### src/rtl/vga_timing_interface_if.sv
// Pixel bus between the VGA timing generator, its pixel source and the DAC pins.
// The timing generator is the master: it publishes the pixel address and the
// registered colour/sync, and takes the colour back from the source.
interface vga_timing_interface_if;
  logic [11:0] COLOUR_IN;
  logic [9:0]  ADDRH;
  logic [8:0]  ADDRV;
  logic [11:0] COLOUR_OUT;
  logic        HS;
  logic        VS;
  logic        PIX_TICK;
  logic        FRAME_TICK;

  modport master (
    input  COLOUR_IN,
    output ADDRH,
    output ADDRV,
    output COLOUR_OUT,
    output HS,
    output VS,
    output PIX_TICK,
    output FRAME_TICK
  );

  modport slave (
    output COLOUR_IN,
    input  ADDRH,
    input  ADDRV,
    input  COLOUR_OUT,
    input  HS,
    input  VS,
    input  PIX_TICK,
    input  FRAME_TICK
  );
endinterface

### src/rtl/vga_timing_interface.sv
// VGA raster timing generator (640x480 @ 60 Hz at the default geometry).
// A clock divider produces the pixel strobe; horizontal/vertical counters walk
// the raster; colour, HS and VS are registered together one pixel late so they
// stay aligned at the connector. The address seen by the pixel source is the
// undelayed position, forced to 0 outside the visible area.
module vga_timing_interface #(
  parameter int unsigned PIX_DIV = 4,
  parameter int unsigned H_DISP  = 640,
  parameter int unsigned H_FP    = 16,
  parameter int unsigned H_SYNC  = 96,
  parameter int unsigned H_BP    = 48,
  parameter int unsigned V_DISP  = 480,
  parameter int unsigned V_FP    = 10,
  parameter int unsigned V_SYNC  = 2,
  parameter int unsigned V_BP    = 33
) (
  input  logic                   CLK,
  input  logic                   RESET,
  vga_timing_interface_if.master vga_io
);

  localparam int unsigned H_TOTAL = H_DISP + H_FP + H_SYNC + H_BP;
  localparam int unsigned V_TOTAL = V_DISP + V_FP + V_SYNC + V_BP;
  localparam int unsigned DivW    = (PIX_DIV > 1) ? $clog2(PIX_DIV) : 1;

  localparam logic [DivW-1:0] DivLast = DivW'(PIX_DIV - 1);
  localparam logic [9:0] HLast   = 10'(H_TOTAL - 1);
  localparam logic [9:0] VLast   = 10'(V_TOTAL - 1);
  localparam logic [9:0] HDisp   = 10'(H_DISP);
  localparam logic [9:0] VDisp   = 10'(V_DISP);
  localparam logic [9:0] HsFirst = 10'(H_DISP + H_FP);
  localparam logic [9:0] HsLast  = 10'(H_DISP + H_FP + H_SYNC - 1);
  localparam logic [9:0] VsFirst = 10'(V_DISP + V_FP);
  localparam logic [9:0] VsLast  = 10'(V_DISP + V_FP + V_SYNC - 1);

  logic [DivW-1:0] div_q, div_d;
  logic [9:0]      hcount_q, hcount_d;
  logic [9:0]      vcount_q, vcount_d;
  logic [11:0]     colour_q, colour_d;
  logic            hs_q, hs_d;
  logic            vs_q, vs_d;

  logic pix_tick;
  logic h_wrap;
  logic v_wrap;
  logic h_vis;
  logic v_vis;
  logic hs_active;
  logic vs_active;

  // Raster decode of the current (pre-increment) position and the pixel strobe.
  always_comb begin
    // Reset masks the strobe so a reset can never launch a pixel or frame tick.
    pix_tick  = ~RESET & (div_q == DivLast);
    // >= rather than == so a corrupted counter still folds back into range.
    h_wrap    = (hcount_q >= HLast);
    v_wrap    = (vcount_q >= VLast);
    h_vis     = (hcount_q < HDisp);
    v_vis     = (vcount_q < VDisp);
    hs_active = (hcount_q >= HsFirst) && (hcount_q <= HsLast);
    vs_active = (vcount_q >= VsFirst) && (vcount_q <= VsLast);
  end

  // Next state for the divider, raster counters and the aligned output stage.
  always_comb begin
    div_d    = (div_q >= DivLast) ? '0 : div_q + 1'b1;
    hcount_d = hcount_q;
    vcount_d = vcount_q;
    colour_d = colour_q;
    hs_d     = hs_q;
    vs_d     = vs_q;
    if (pix_tick) begin
      hcount_d = h_wrap ? '0 : hcount_q + 10'd1;
      if (h_wrap) begin
        vcount_d = v_wrap ? '0 : vcount_q + 10'd1;
      end
      // Anything the source drives during blanking is discarded here.
      colour_d = (h_vis && v_vis) ? vga_io.COLOUR_IN : 12'h000;
      hs_d     = ~hs_active;
      vs_d     = ~vs_active;
    end
  end

  // State registers; synchronous reset takes priority over every update.
  always_ff @(posedge CLK) begin
    if (RESET) begin
      div_q    <= '0;
      hcount_q <= '0;
      vcount_q <= '0;
      colour_q <= 12'h000;
      hs_q     <= 1'b1;
      vs_q     <= 1'b1;
    end else begin
      div_q    <= div_d;
      hcount_q <= hcount_d;
      vcount_q <= vcount_d;
      colour_q <= colour_d;
      hs_q     <= hs_d;
      vs_q     <= vs_d;
    end
  end

  // Drive the bus: live address for the source, registered pixel for the DAC.
  always_comb begin
    vga_io.ADDRH      = h_vis ? hcount_q : 10'd0;
    vga_io.ADDRV      = v_vis ? vcount_q[8:0] : 9'd0;
    vga_io.COLOUR_OUT = colour_q;
    vga_io.HS         = hs_q;
    vga_io.VS         = vs_q;
    vga_io.PIX_TICK   = pix_tick;
    vga_io.FRAME_TICK = pix_tick & h_wrap & v_wrap;
  end

  // Counters must stay inside the raster whatever the pixel source does.
  always_ff @(posedge CLK) begin
    if (!RESET) begin
      a_hcount_range: assert (hcount_q <= HLast);
      a_vcount_range: assert (vcount_q <= VLast);
      a_div_range:    assert (div_q <= DivLast);
    end
  end

endmodule

### src/flat_wrapper.sv
// flat-port wrapper written by rule: the top's interface ports become plain ports
module vga_timing_interface_flat 
#(
  parameter int unsigned PIX_DIV = 4,
  parameter int unsigned H_DISP  = 640,
  parameter int unsigned H_FP    = 16,
  parameter int unsigned H_SYNC  = 96,
  parameter int unsigned H_BP    = 48,
  parameter int unsigned V_DISP  = 480,
  parameter int unsigned V_FP    = 10,
  parameter int unsigned V_SYNC  = 2,
  parameter int unsigned V_BP    = 33
)
  (CLK, RESET, vga_io_COLOUR_IN, vga_io_ADDRH, vga_io_ADDRV, vga_io_COLOUR_OUT, vga_io_HS, vga_io_VS, vga_io_PIX_TICK, vga_io_FRAME_TICK);
  vga_timing_interface_if vga_io_i ();
  input  logic CLK;
  input  logic RESET;
  input wire logic [$bits(vga_io_i.COLOUR_IN)-1:0] vga_io_COLOUR_IN;
  output wire logic [$bits(vga_io_i.ADDRH)-1:0] vga_io_ADDRH;
  output wire logic [$bits(vga_io_i.ADDRV)-1:0] vga_io_ADDRV;
  output wire logic [$bits(vga_io_i.COLOUR_OUT)-1:0] vga_io_COLOUR_OUT;
  output wire logic [$bits(vga_io_i.HS)-1:0] vga_io_HS;
  output wire logic [$bits(vga_io_i.VS)-1:0] vga_io_VS;
  output wire logic [$bits(vga_io_i.PIX_TICK)-1:0] vga_io_PIX_TICK;
  output wire logic [$bits(vga_io_i.FRAME_TICK)-1:0] vga_io_FRAME_TICK;
  assign vga_io_i.COLOUR_IN = vga_io_COLOUR_IN;
  assign vga_io_ADDRH = vga_io_i.ADDRH;
  assign vga_io_ADDRV = vga_io_i.ADDRV;
  assign vga_io_COLOUR_OUT = vga_io_i.COLOUR_OUT;
  assign vga_io_HS = vga_io_i.HS;
  assign vga_io_VS = vga_io_i.VS;
  assign vga_io_PIX_TICK = vga_io_i.PIX_TICK;
  assign vga_io_FRAME_TICK = vga_io_i.FRAME_TICK;
  vga_timing_interface #(.PIX_DIV(PIX_DIV), .H_DISP(H_DISP), .H_FP(H_FP), .H_SYNC(H_SYNC), .H_BP(H_BP), .V_DISP(V_DISP), .V_FP(V_FP), .V_SYNC(V_SYNC), .V_BP(V_BP)) u_core (.CLK(CLK), .RESET(RESET), .vga_io(vga_io_i));
endmodule
### config.mk
export PLATFORM = sky130hd
export DESIGN_NAME = vga_timing_interface_flat
export DESIGN_NICKNAME = d
export VERILOG_FILES = /design/src/rtl/vga_timing_interface_if.sv /design/src/rtl/vga_timing_interface.sv /design/src/flat_wrapper.sv
export SDC_FILE = /design/constraint.sdc
export NUM_CORES = 1
export LEC_CHECK = 0
export CORE_MARGIN = 2
export CORE_UTILIZATION = 40
export CTS_BUF_LIST = sky130_fd_sc_hd__clkbuf_4
export CTS_CLUSTER_SIZE = 28
export DETAILED_ROUTE_END_ITERATION = 16
export PLACE_DENSITY_LB_ADDON = 0.25
export RECOVER_POWER = 50
export SETUP_SLACK_MARGIN = 0.5
export SLEW_MARGIN = 15
export SYNTH_ARGS = -nofsm -noshare
export SYNTH_HDL_FRONTEND = slang
export SYNTH_SLANG_ARGS = --single-unit
export TNS_END_PERCENT = 20
### constraint.sdc
create_clock -name CLK -period 2.21 [get_ports CLK]
set_clock_uncertainty 0.1 [all_clocks]
set_input_delay 0.221 -clock CLK [delete_from_list [all_inputs] [get_ports CLK]]
set_output_delay 0.221 -clock CLK [all_outputs]
set_load 0.02 [all_outputs]
==> impl_results.rst, run 1 <==
.. list-table::
   :header-rows: 1

   * - Metric
     - Value
   * - Lkg Pwr
     - 1.09 nW
   * - Top Ports
     - 49
   * - Setup crit end
     - u_core.vcount_q[3]$_SDFFE_PP0P_
   * - Unrepaired setup endpoints after global routing
     - true
   * - Setup crit start kind
     - flip-flop
   * - CTS sink cnt
     - 36
   * - PD cells
     - approximately 450 nW/um^2
   * - Total wire length
     - between 4000 and 5000 um
   * - Die Span X
     - approximately 70 um
   * - Slew HR
     - 0.525
   * - Final GP Congestion
     - 0.833
   * - Std-Cell Rows
     - 24
   * - Post-synthesis share of cell area spent on full adders, half adders and majority gates
     - 0.0358
   * - Worst voltage drop across the vdd grid
     - around 370 uV
   * - Mapped cell area
     - approximately 1700 um^2
   * - Post-route antenna net violation count
     - 0
   * - Final max-slew violation count
     - 0
   * - Wire length of the first global-routing pass
     - 7390 um
   * - Final Instance Count excl. Fillers
     - about 330
   * - Mux contribution to synthesized area
     - 0.00573
   * - Maximum number of pins on one net before global-route repair
     - 23
   * - Syn Inst Count
     - 202
   * - Fraction of the mapped netlist area in compound gates
     - 0.176
   * - Sum of overflow across all layers after global routing
     - 0
   * - Classification of the worst setup path
     - reg2reg
   * - Commonest non-fill, non-tap cell in the layout
     - sky130_fd_sc_hd__dfxtp_1
   * - Nets in the synthesized netlist
     - 221
   * - Leading cell types in the layout, fill and taps excluded
     - sky130_fd_sc_hd__dfxtp_1 (30), sky130_fd_sc_hd__buf_4 (25), sky130_fd_sc_hd__and2_1 (16)
   * - Slew at the pin with the worst max-slew slack
     - around 710 ps
   * - Setup slack, reg-to-reg
     - approximately 180 ps
   * - Average footprint of a synthesized cell
     - roughly 8.6 um^2
   * - Area post-placement
     - roughly 2400 um^2
   * - Total DRC errors in the routed layout
     - 0
   * - Flip-flop and latch count after synthesis
     - 36
   * - Dominant combinational cell family by area after synthesis
     - simple AND/OR/NAND/NOR gates
   * - Proportion of synthesized flip-flops having asynchronous set or reset
     - 0
   * - Routed wire length per instance
     - about 14 um
   * - Total global routing track utilization
     - 0.185
   * - Final-stage net count
     - around 300
   * - Timing startpoint of the critical path
     - u_core.hcount_q[0]$_SDFFE_PP0N_
   * - Number of global-route vias before repair
     - 1555
   * - Hold violation total from the final report
     - 0
   * - Synthesized-area fraction occupied by xor and xnor cells
     - 0.0351
   * - Cell depth of the worst flop-to-flop path
     - 6
   * - CTS HTree Levels
     - 2
   * - Antenna diode instance count
     - 0
   * - Netlist cell types
     - 39
   * - Slowest Stage Delay on Critical Path
     - between 400 and 500 ps
   * - CTS tree
     - done
   * - Vias after detailed routing
     - between 1500 and 2000
   * - Maximum fanout encountered on the critical timing path
     - 6
   * - Setup TNS after final layout
     - 0 ps
   * - Cell-by-cell listing of the critical path
     - ha_4 -> nand4_1 -> a211o_1 -> buf_6 -> or4_1 -> a31oi_1
   * - 1st-pass router iterations
     - 4
   * - Endpoint of the most critical register-to-register path
     - u_core.vcount_q[3]$_SDFFE_PP0P_
   * - Synthesis Warnings
     - 0
   * - P&R area growth vs syn
     - 48.9%
   * - Final Setup Violations
     - 0
   * - Number of buffers added by the clock tree synthesis step
     - 5
   * - Upper clock frequency limit
     - 494 MHz
   * - Area of the core
     - ~4300 um^2
   * - Tcrit/Tclk final
     - 0.917
   * - Kind of capture point of the worst setup path
     - flip-flop
   * - Effective utilization at floorplan
     - 0.407
   * - Post-Synth Simple-Gate Area
     - 0.299
   * - Run status
     - complete, no violations
   * - Maximum number of buffers from clock root to sink
     - 2
   * - Slowest stage cell, crit path
     - sky130_fd_sc_hd__or4_1
   * - Reg2reg start
     - u_core.hcount_q[0]$_SDFFE_PP0N_
   * - Clock transition at the registers of the reported paths
     - around 130 ps
   * - Ys flop type
     - sky130_fd_sc_hd__dfxtp_1
   * - Vert. Die Dim
     - 70.1 um
   * - Count of max-cap constraint violations
     - 0
   * - Port-buffer cells
     - 48
   * - Mean number of vias per cell
     - between 5 and 6
   * - Share of final-layout standard cells stronger than drive strength 1
     - 0.233
   * - Cell chosen for the clock root
     - sky130_fd_sc_hd__clkbuf_4
   * - Initial DRC count
     - ~130
   * - EDFF count, synth
     - 0
   * - Critical Path AT
     - ~2200 ps
   * - Die ar.
     - roughly 4900 um^2
   * - Final Instance Area
     - roughly 2600 um^2
   * - Clock latency at the later pin of the worst-skew pair
     - ~340 ps
   * - Sequential-to-total area share from yosys stat
     - 0.413
   * - Count of filler cells inserted in the layout
     - approximately 360
   * - Minimum period implied by the final worst setup slack
     - roughly 2000 ps
   * - Number of antenna violations at the first check in global routing
     - 0
   * - Worst hold path type
     - reg2reg
   * - Half-perimeter wire length of the detailed placement result
     - a little over 3000 um
   * - Endpoint required time on the critical path
     - 2380 ps
   * - Cts hold-fix bufs
     - 0
   * - Number of placed cells counting well taps
     - 310
## critical path, delay by kind of cell (launching register included)
family,cells,cell delay (ps)
fa+ha+maj,1,180
simple gates,2,600
flops,1,450
buf+inv,1,140
compound gates,2,480
## per-stage QoR
step / hold WS [ps] / worst slack (ps) / util / total power [W]
floorplan: 254 / 311 / - / 0.000769
global placement: 317 / 59.7 / 0.562 / 0.000843
detailed placement: 319 / 50.2 / 0.562 / 0.000845
CTS: 336 / 165 / 0.578 / 0.00119
global route: 372 / 85.3 / 0.605 / 0.00124
finish: 339 / 184 / 0.605 / 0.00118
## worst min path at each step
stage / from / endpoint / slack [ps] / cells after the start
floorplan: vga_io_COLOUR_IN[4] / u_core.vga_io.COLOUR_OUT[4]$_SDFFE_PP0N_ / 250 / 1
CTS: u_core.div_q[0]$_SDFF_PP0_ / u_core.div_q[0]$_SDFF_PP0_ / 340 / 1
global route: vga_io_COLOUR_IN[2] / u_core.vga_io.COLOUR_OUT[2]$_SDFFE_PP0N_ / 370 / 2
global placement: u_core.div_q[0]$_SDFF_PP0_ / u_core.div_q[0]$_SDFF_PP0_ / 320 / 1
detailed placement: u_core.div_q[0]$_SDFF_PP0_ / u_core.div_q[0]$_SDFF_PP0_ / 320 / 1
finish: u_core.div_q[0]$_SDFF_PP0_ / u_core.div_q[0]$_SDFF_PP0_ / 340 / 1
## per-layer routing
metal / track usage / share of wire / vias up
met1: 0.261 / 0.47 / 839
li1: - / - / 888
met4: 0.0449 / 0.0057 / 0
met5: 0 / 0 / -
met3: 0.0664 / 0.068 / 4
met2: 0.269 / 0.46 / 62
## Yosys cell counts, types with 4 or more instances
master | instances | share of area
sky130_fd_sc_hd__nand4_1 | 9 | 0.032
sky130_fd_sc_hd__nand3_1 | 8 | 0.023
sky130_fd_sc_hd__a22o_1 | 10 | 0.050
sky130_fd_sc_hd__clkbuf_1 | 10 | 0.021
sky130_fd_sc_hd__nor3_1 | 13 | 0.037
sky130_fd_sc_hd__and3_1 | 4 | 0.014
sky130_fd_sc_hd__xor2_1 | 7 | 0.035
sky130_fd_sc_hd__dfxtp_1 | 36 | 0.41
sky130_fd_sc_hd__ha_1 | 5 | 0.036
sky130_fd_sc_hd__nor2b_1 | 7 | 0.025
sky130_fd_sc_hd__nand2_1 | 10 | 0.021
sky130_fd_sc_hd__inv_1 | 6 | 0.013
sky130_fd_sc_hd__and2_1 | 18 | 0.064
sky130_fd_sc_hd__nor2_1 | 15 | 0.032
sky130_fd_sc_hd__a21oi_1 | 11 | 0.032
## layout make-up
cell class              instances  area (um^2)  share of cell area
inverters                       7         27.5              0.0106
clock buffers                   5         37.5              0.0144
flip-flops and latches         36          738               0.284
repair buffers                 79          681               0.262
clock inverters                 3         18.8             0.00722
well taps                      52         65.1              0.0250
multi-input cells             149         1030               0.397
## timing repair
item | CTS | global route
setup endpoints to repair | 41 | 52
pin swaps | 2 | 7
gates resized for setup | 38 | 48
buffers inserted | 1 | 12
## report_power, final
group	switching [W]	internal (W)
combinational	0.0000766	0.0000744
clock	0.000230	0.000122
sequential	0.0000129	0.000664
total	0.000319	0.000861
## sequential cells by signal, indices dropped and copies added (netlist names)
register,cells
u_core.div_q,2
u_core.vcount_q,10
u_core.vga_io.VS,1
u_core.vga_io.COLOUR_OUT,12
u_core.hcount_q,10
u_core.vga_io.HS,1
## logic make-up after synthesis
group | Yosys count
adder cells (fa/ha/maj) | 5
multiplexers | 1
flip-flops | 36
AO/OA/AOI/OAI | 41
XOR/XNOR | 7
buffers and inverters | 17
AND/OR/NAND/NOR | 95
(Power assumes the default switching activity.)
==> inputs of run 2 (changes only) <==
--- a/config.mk
+++ b/config.mk
@@ -5,7 +5,7 @@
 export SDC_FILE = /design/constraint.sdc
 export NUM_CORES = 1
 export LEC_CHECK = 0
-export CORE_MARGIN = 2
+export CORE_MARGIN = 1.5
 export CORE_UTILIZATION = 40
 export CTS_BUF_LIST = sky130_fd_sc_hd__clkbuf_4
 export CTS_CLUSTER_SIZE = 28
==> impl_results.rst, run 2 (synthesis gave the netlist of run 1 again) <==
.. list-table::
   :header-rows: 1

   * - Metric
     - Value
   * - Met3 Routed Length
     - 237 um (-24%)
   * - Upper clock frequency limit
     - 504 MHz (+2.1%)
   * - Count of max-cap constraint violations
     - 0 (unchanged)
   * - Max Used Layer
     - met4
   * - Cts hold-fix bufs
     - 0 (unchanged)
   * - Setup slack, reg-to-reg
     - 260 ps (+80 ps)
   * - Slowest Stage Delay on Critical Path
     - 480 ps (about the same)
   * - Vert. Die Dim
     - 69.1 um (-1.4%)
   * - Cell chosen for the clock root
     - sky130_fd_sc_hd__clkbuf_4
   * - Met1 wire length
     - 2370 um (+11%)
   * - Final max-slew violation count
     - 0 (unchanged)
   * - Leading cell types in the layout, fill and taps excluded
     - sky130_fd_sc_hd__dfxtp_1 (28), sky130_fd_sc_hd__buf_4 (27), sky130_fd_sc_hd__and2_1 (15)
   * - Proportion of power drawn by flip-flops and latches
     - 0.529 (-0.045)
   * - Hold violation total from the final report
     - 0 (unchanged)
   * - Share of final-layout standard cells stronger than drive strength 1
     - 0.249 (+0.0161)
   * - Sum of overflow across all layers after global routing
     - 0 (unchanged)
   * - Total DRC errors in the routed layout
     - 0 (unchanged)
   * - P&R area growth vs syn
     - 49.7%
   * - Std-Cell Rows
     - 23 (-4.2%)
   * - Final GP Congestion
     - 0.976 (+17%)
   * - 1st-pass router iterations
     - 4 (unchanged)
   * - Clock share of power
     - 0.356 (+0.058)
   * - Number of antenna violations at the first check in global routing
     - 0 (unchanged)
   * - Worst voltage drop across the vdd grid
     - 330 uV (-10%)
   * - Area of the core
     - 4090 um^2 (-4.8%)
   * - Tcrit/Tclk final
     - 0.898 (-0.0191)
   * - Worst hold path type
     - reg2reg
   * - Flip-flop count of the largest register after layout
     - 12 (unchanged)
   * - Count of filler cells inserted in the layout
     - 360 (-0.83%)
   * - Unrepaired setup endpoints after global routing
     - true
   * - PD cells
     - 492 nW/um^2 (+8.4%)
   * - Net Sw Power
     - 0.000298 W (-6.8%)
   * - Clock latency at the later pin of the worst-skew pair
     - 320 ps (-20 ps)
   * - Initial DRC count
     - 113 (-11%)
   * - Wire length of the first global-routing pass
     - 7850 um (+6.3%)
   * - Post-Place Setup Slack
     - 29.4 ps (-20.8 ps)
   * - Lkg Pwr
     - 1.08 nW (-0.53%)
   * - Setup TNS after final layout
     - 0 ps (unchanged)
   * - Relative contribution of combinational cells to total power
     - 0.116 (-0.012)
   * - Total global routing track utilization
     - 0.200 (+0.0157)
   * - Endpoint of the most critical register-to-register path
     - u_core.vcount_q[6]$_SDFFE_PP0P_
   * - Endpoint required time on the critical path
     - 1890 ps (-490 ps)
   * - Vias after detailed routing
     - 1746 (-2.6%)
   * - Setup crit start kind
     - flip-flop
   * - Slew at the pin with the worst max-slew slack
     - 725 ps (+15.6 ps)
   * - Cell depth of the worst flop-to-flop path
     - 7 (+1)
   * - CTS sink cnt
     - 36 (unchanged)
   * - Die ar.
     - 4770 um^2 (-2.8%)
   * - Top Ports
     - 49 (unchanged)
   * - Antenna diode instance count
     - 0 (unchanged)
   * - Classification of the worst setup path
     - reg2out
   * - Number of global-route vias before repair
     - 1580 (+1.6%)
   * - Slowest stage cell, crit path
     - sky130_fd_sc_hd__nor3_1
   * - Half-perimeter wire length of the detailed placement result
     - 3240 um (+6.2%)
   * - Switching power as a share of total power
     - 0.231 (-0.0392)
   * - Cell-by-cell listing of the critical path
     - nor3_1 -> a211o_1 -> nor2_2 -> buf_6
   * - WHS Path Cells
     - 1 (unchanged)
   * - Mean number of vias per cell
     - 5.34 (-1.4%)
   * - Die Span X
     - 69.1 um (-1.4%)
   * - CTS HTree Levels
     - 2 (unchanged)
   * - Run status
     - complete, no violations
   * - Routed wire length per instance
     - 14.3 um (+4.2%)
   * - Met2 wire length
     - 2070 um (-0.53%)
   * - Number of buffers added by the clock tree synthesis step
     - 5 (unchanged)
   * - Commonest non-fill, non-tap cell in the layout
     - sky130_fd_sc_hd__dfxtp_1
   * - Critical Path AT
     - 1660 ps (-530 ps)
   * - Total wire length
     - 4690 um (+3.0%)
   * - Final Setup Violations
     - 0 (unchanged)
   * - Port-buffer cells
     - 48 (unchanged)
   * - Maximum fanout encountered on the critical timing path
     - 7 (+1)
   * - Effective utilization at floorplan
     - 0.427 (+0.0207)
   * - Min-Delay Startpoint
     - u_core.div_q[0]$_SDFF_PP0_
   * - Maximum number of pins on one net before global-route repair
     - 23 (unchanged)
   * - Hold EP
     - u_core.div_q[0]$_SDFF_PP0_
   * - CTS tree
     - done
   * - Power Internal
     - 0.000989 W (+15%)
   * - Final-stage net count
     - 295 (-0.67%)
   * - Post-route antenna net violation count
     - 0 (unchanged)
   * - Clock transition at the registers of the reported paths
     - 110 ps (-20 ps)
   * - Kind of capture point of the worst setup path
     - output pin
   * - Slew HR
     - 0.515 (-0.0105)
   * - Reg2reg start
     - u_core.hcount_q[0]$_SDFFE_PP0N_
   * - Final worst slack
     - 226 ps (+42.3 ps)
   * - Maximum number of buffers from clock root to sink
     - 2 (unchanged)
   * - Minimum period implied by the final worst setup slack
     - 1980 ps (-42.3 ps)
==> run 2: cell types whose count changed in the layout (fill, tap and decap cells not counted), sizes merged <==
cell           change
clkdlybuf4s15      +1
clkinv             -1
dlygate4sd2        -3
buf                +2
clkdlybuf4s50      -1
bufinv             +1
clkinvlp           -1
==> run 2: worst max path at each step <==
| stage | from | end | depth (start not counted) |
|---|---|---|---|
| after floorplan | u_core.vcount_q[6]$_SDFFE_PP0P_ | u_core.vcount_q[3]$_SDFFE_PP0P_ | 4 |
| after global placement | RESET | vga_io_FRAME_TICK | 5 |
| after detailed placement | RESET | vga_io_FRAME_TICK | 5 |
| after CTS | u_core.vcount_q[6]$_SDFFE_PP0P_ | vga_io_FRAME_TICK | 4 |
| after global routing | u_core.hcount_q[7]$_SDFFE_PP0N_ | vga_io_ADDRH[4] | 4 |
| final | u_core.hcount_q[5]$_SDFFE_PP0N_ | vga_io_FRAME_TICK | 4 |
==> run 2: cell type report <==
class	instances	area, um^2	share of cell area
clock buffers	6	45.0	0.0172
clock inverters	2	35.0	0.0134
inverters	7	26.3	0.0100
multi-input cells	149	1050	0.401
flip-flops and latches	36	733	0.280
well taps	50	62.6	0.0239
repair buffers	77	664	0.254
==> run 2: worst max-delay path, delay by kind of cell, from the launching register on <==
family          cells  cell delay, ps
buf+inv             1             130
flops               1             390
simple gates        2             550
compound gates      1             260
==> run 2: power by group through the flow <==
stage	Sequential, W	Combinational (W)	Clock (W)
global placement	0.000695	0.000150	0
CTS	0.000681	0.000151	0.000477
finish	0.000681	0.000149	0.000458
detailed placement	0.000695	0.000151	0
floorplan	0.000707	0.0000627	0
global route	0.000684	0.000160	0.000514
==> run 2: through the flow <==
step | power, W | hold WS (ps) | util | area (um^2) | std cells
after floorplan | 0.000769 | 254 | - | 1780 | 202
after global placement | 0.000845 | 315 | 0.596 | 2430 | 311
after detailed placement | 0.000847 | 332 | 0.596 | 2430 | 311
after CTS | 0.00131 | 348 | 0.634 | 2590 | 324
after global routing | 0.00136 | 357 | 0.640 | 2620 | 327
final | 0.00129 | 352 | 0.640 | 2620 | 327
==> run 2: routing by layer <==
metal	GRT usage	vias to the layer above
li1	-	875
met1	0.318	817
met2	0.272	52
met3	0.0468	2
met4	0.0392	0
met5	0	-
==> run 2: timing repair <==
item	in CTS	in global routing
pin swaps	5	2
endpoints found under the setup margin	40	52
gates resized for setup	73	26
setup buffers	5	3
==> inputs of run 3 (changes only) <==
==> constraint.sdc (replaced) <==
create_clock -name CLK -period 1.8 [get_ports CLK]
set_clock_uncertainty 0.1 [all_clocks]
set_input_delay 0.18 -clock CLK [delete_from_list [all_inputs] [get_ports CLK]]
set_output_delay 0.18 -clock CLK [all_outputs]
set_load 0.02 [all_outputs]
==> impl_results.rst, run 3 (synthesis gave the netlist of run 1 again) <==
.. list-table::
   :header-rows: 1

   * - Metric
     - Value
   * - Cell chosen for the clock root
     - sky130_fd_sc_hd__clkbuf_4
   * - Slowest stage cell, crit path
     - sky130_fd_sc_hd__or4_4
   * - Kind of capture point of the worst setup path
     - flip-flop
   * - Die ar.
     - 4770 um^2 (unchanged)
   * - Upper clock frequency limit
     - approximately 500 MHz
   * - Effective utilization at floorplan
     - 0.427 (unchanged)
   * - Vert. Die Dim
     - 69.1 um (unchanged)
   * - Clock transition at the registers of the reported paths
     - 120 ps (about the same)
   * - Total wire length
     - 4970 um (+5.9%)
   * - Cts hold-fix bufs
     - 0 (unchanged)
   * - 1st-pass router iterations
     - 4 (unchanged)
   * - Setup TNS after final layout
     - -2310 ps (-2310 ps)
   * - Vias after detailed routing
     - 1836 (+5.2%)
   * - Unrepaired setup endpoints after global routing
     - true
   * - Design Power
     - 0.00164 W (+28%)
   * - Final Instance Count excl. Fillers
     - 347 (+6.1%)
   * - CTS HTree Levels
     - 2 (unchanged)
   * - Port-buffer cells
     - 48 (unchanged)
   * - PD cells
     - 562 nW/um^2 (+14%)
   * - Leading cell types in the layout, fill and taps excluded
     - sky130_fd_sc_hd__buf_4 (36), sky130_fd_sc_hd__buf_6 (33), sky130_fd_sc_hd__dfxtp_1 (26)
   * - Tcrit/Tclk final
     - 1.14
   * - Clock latency at the later pin of the worst-skew pair
     - 360 ps (+40 ps)
   * - Cell-by-cell listing of the critical path
     - or4_4 -> buf_6 -> o31a_4 -> or4_1 -> a31oi_1
   * - Final GP Congestion
     - 0.954 (-2.2%)
   * - CTS sink cnt
     - 36 (unchanged)
   * - Wire length of the first global-routing pass
     - 8070 um (+2.8%)
   * - Post-route antenna net violation count
     - 0 (unchanged)
   * - Number of buffers added by the clock tree synthesis step
     - 5 (unchanged)
   * - Number of placed cells counting well taps
     - 329 (+5.8%)
   * - Total DRC errors in the routed layout
     - 0 (unchanged)
   * - Worst hold path type
     - in2reg
   * - Half-perimeter wire length of the detailed placement result
     - 3320 um (+2.5%)
   * - Run status
     - complete, but fails checks
   * - Total global routing track utilization
     - 0.209 (+0.00905)
   * - Hold violation total from the final report
     - 0 (unchanged)
   * - Top Ports
     - 49 (unchanged)
   * - Final Setup Violations
     - 16 (+16)
   * - Number of antenna violations at the first check in global routing
     - 0 (unchanged)
   * - Slew at the pin with the worst max-slew slack
     - 700 ps (-25.6 ps)
   * - Endpoint required time on the critical path
     - 2000 ps (+110 ps)
   * - Antenna diode instance count
     - 0 (unchanged)
   * - Critical Path AT
     - 2250 ps (+590 ps)
   * - Slew HR
     - 0.532 (+0.0172)
   * - Setup crit start kind
     - flip-flop
   * - Std-Cell Rows
     - 23 (unchanged)
   * - CTS tree
     - done
   * - Sum of overflow across all layers after global routing
     - 0 (unchanged)
   * - Count of max-cap constraint violations
     - 0 (unchanged)
   * - Lkg Pwr
     - 1.18 nW (+9.2%)
   * - Initial DRC count
     - 115 (+1.8%)
   * - P&R area growth vs syn
     - 67.3%
   * - Count of filler cells inserted in the layout
     - 313 (-13%)
   * - Maximum number of pins on one net before global-route repair
     - 23 (unchanged)
   * - Final max-slew violation count
     - 0 (unchanged)
   * - Final worst slack
     - -250 ps (-476 ps)
   * - Minimum period implied by the final worst setup slack
     - 2050 ps
   * - Mean number of vias per cell
     - 5.29 (-0.91%)
   * - Maximum fanout encountered on the critical timing path
     - 2 (-5)
   * - Number of global-route vias before repair
     - 1719 (+8.8%)
   * - Flip-flop count of the largest register after layout
     - 12 (unchanged)
   * - Routed wire length per instance
     - 14.3 um (-0.20%)
   * - End-of-flow core utilization
     - 0.715 (+0.0753)
   * - Share of final-layout standard cells stronger than drive strength 1
     - 0.438 (+0.189)
   * - Die Span X
     - 69.1 um (unchanged)
   * - Post-Place Setup Slack
     - -292 ps (-321 ps)
   * - Commonest non-fill, non-tap cell in the layout
     - sky130_fd_sc_hd__buf_4
   * - Classification of the worst setup path
     - reg2reg
   * - Worst voltage drop across the vdd grid
     - 459 uV (+39%)
   * - Area of the core
     - 4090 um^2 (unchanged)
   * - Maximum number of buffers from clock root to sink
     - 2 (unchanged)
   * - Final-stage net count
     - 315 (+6.8%)
   * - Slowest Stage Delay on Critical Path
     - 560 ps (+80 ps)
   * - Violated checks
     - negative setup slack
run 3: changes by cell type in the layout (fill, tap and decap cells not counted), sizes merged:
cell	previous run	this run
buf	36	70
dlygate4sd3	14	0
dlygate4sd2	6	0
clkbuf	12	17
clkdlybuf4s25	0	2
clkdlybuf4s15	1	0
clkdlybuf4s50	14	13
clkinv	2	1
clkinvlp	0	1
inv	6	7
run 3: timing repair:
item | 4_1_cts | 5_1_grt
gates resized for setup | 209 | 39
endpoints found under the setup margin | 69 | 68
pin swaps | 22 | 29
setup buffers | 7 | 3
run 3: final cells by class:
class,count,area [um^2],area share
clock buffers,5,37.5,0.0128
well taps,50,62.6,0.0214
repair buffers,97,852,0.292
multi-input cells,149,1160,0.397
clock inverters,3,46.3,0.0158
inverters,7,31.3,0.0107
flip-flops and latches,36,733,0.251
run 3: final timing paths:
| path | startpoint | slack [ps] | depth (start not counted) | endpoint |
|---|---|---|---|---|
| worst min-delay path | vga_io_COLOUR_IN[8] | 310 | 3 | u_core.vga_io.COLOUR_OUT[8]$_SDFFE_PP0N_ |
| worst max register to register | u_core.vcount_q[5]$_SDFFE_PP0P_ | -250 | 5 | u_core.vcount_q[3]$_SDFFE_PP0P_ |
| worst min register to register | u_core.div_q[0]$_SDFF_PP0_ | 310 | 1 | u_core.div_q[0]$_SDFF_PP0_ |
| worst max-delay path | u_core.vcount_q[5]$_SDFFE_PP0P_ | -250 | 5 | u_core.vcount_q[3]$_SDFFE_PP0P_ |
run 3: stage by stage:
step | area (um^2) | hold slack, ps
after floorplan | 1790 | 213
after global placement | 2580 | 315
after detailed placement | 2580 | 319
after CTS | 2890 | 298
after global routing | 2920 | 273
final | 2920 | 308
run 3: worst max-delay path: cells and delay by family, from the launching register on:
kind,cells,cell delay [ps]
AOI/OAI and AO/OA,2,460
and+or+nand+nor,2,950
DFF,1,340
buffers and inverters,1,140
run 3: per-layer routing:
metal	global-route usage	vias up	part of all wire	wire [um]
li1	-	920	-	-
met1	0.297	851	0.49	2420
met2	0.311	58	0.44	2180
met4	0.0741	0	0.016	79
met5	0	-	0	0
met3	0.0482	7	0.059	293
run 3: power by group:
group	internal [W]	switching, W
sequential	0.000821	0.0000120
combinational	0.000105	0.000104
clock	0.000296	0.000304
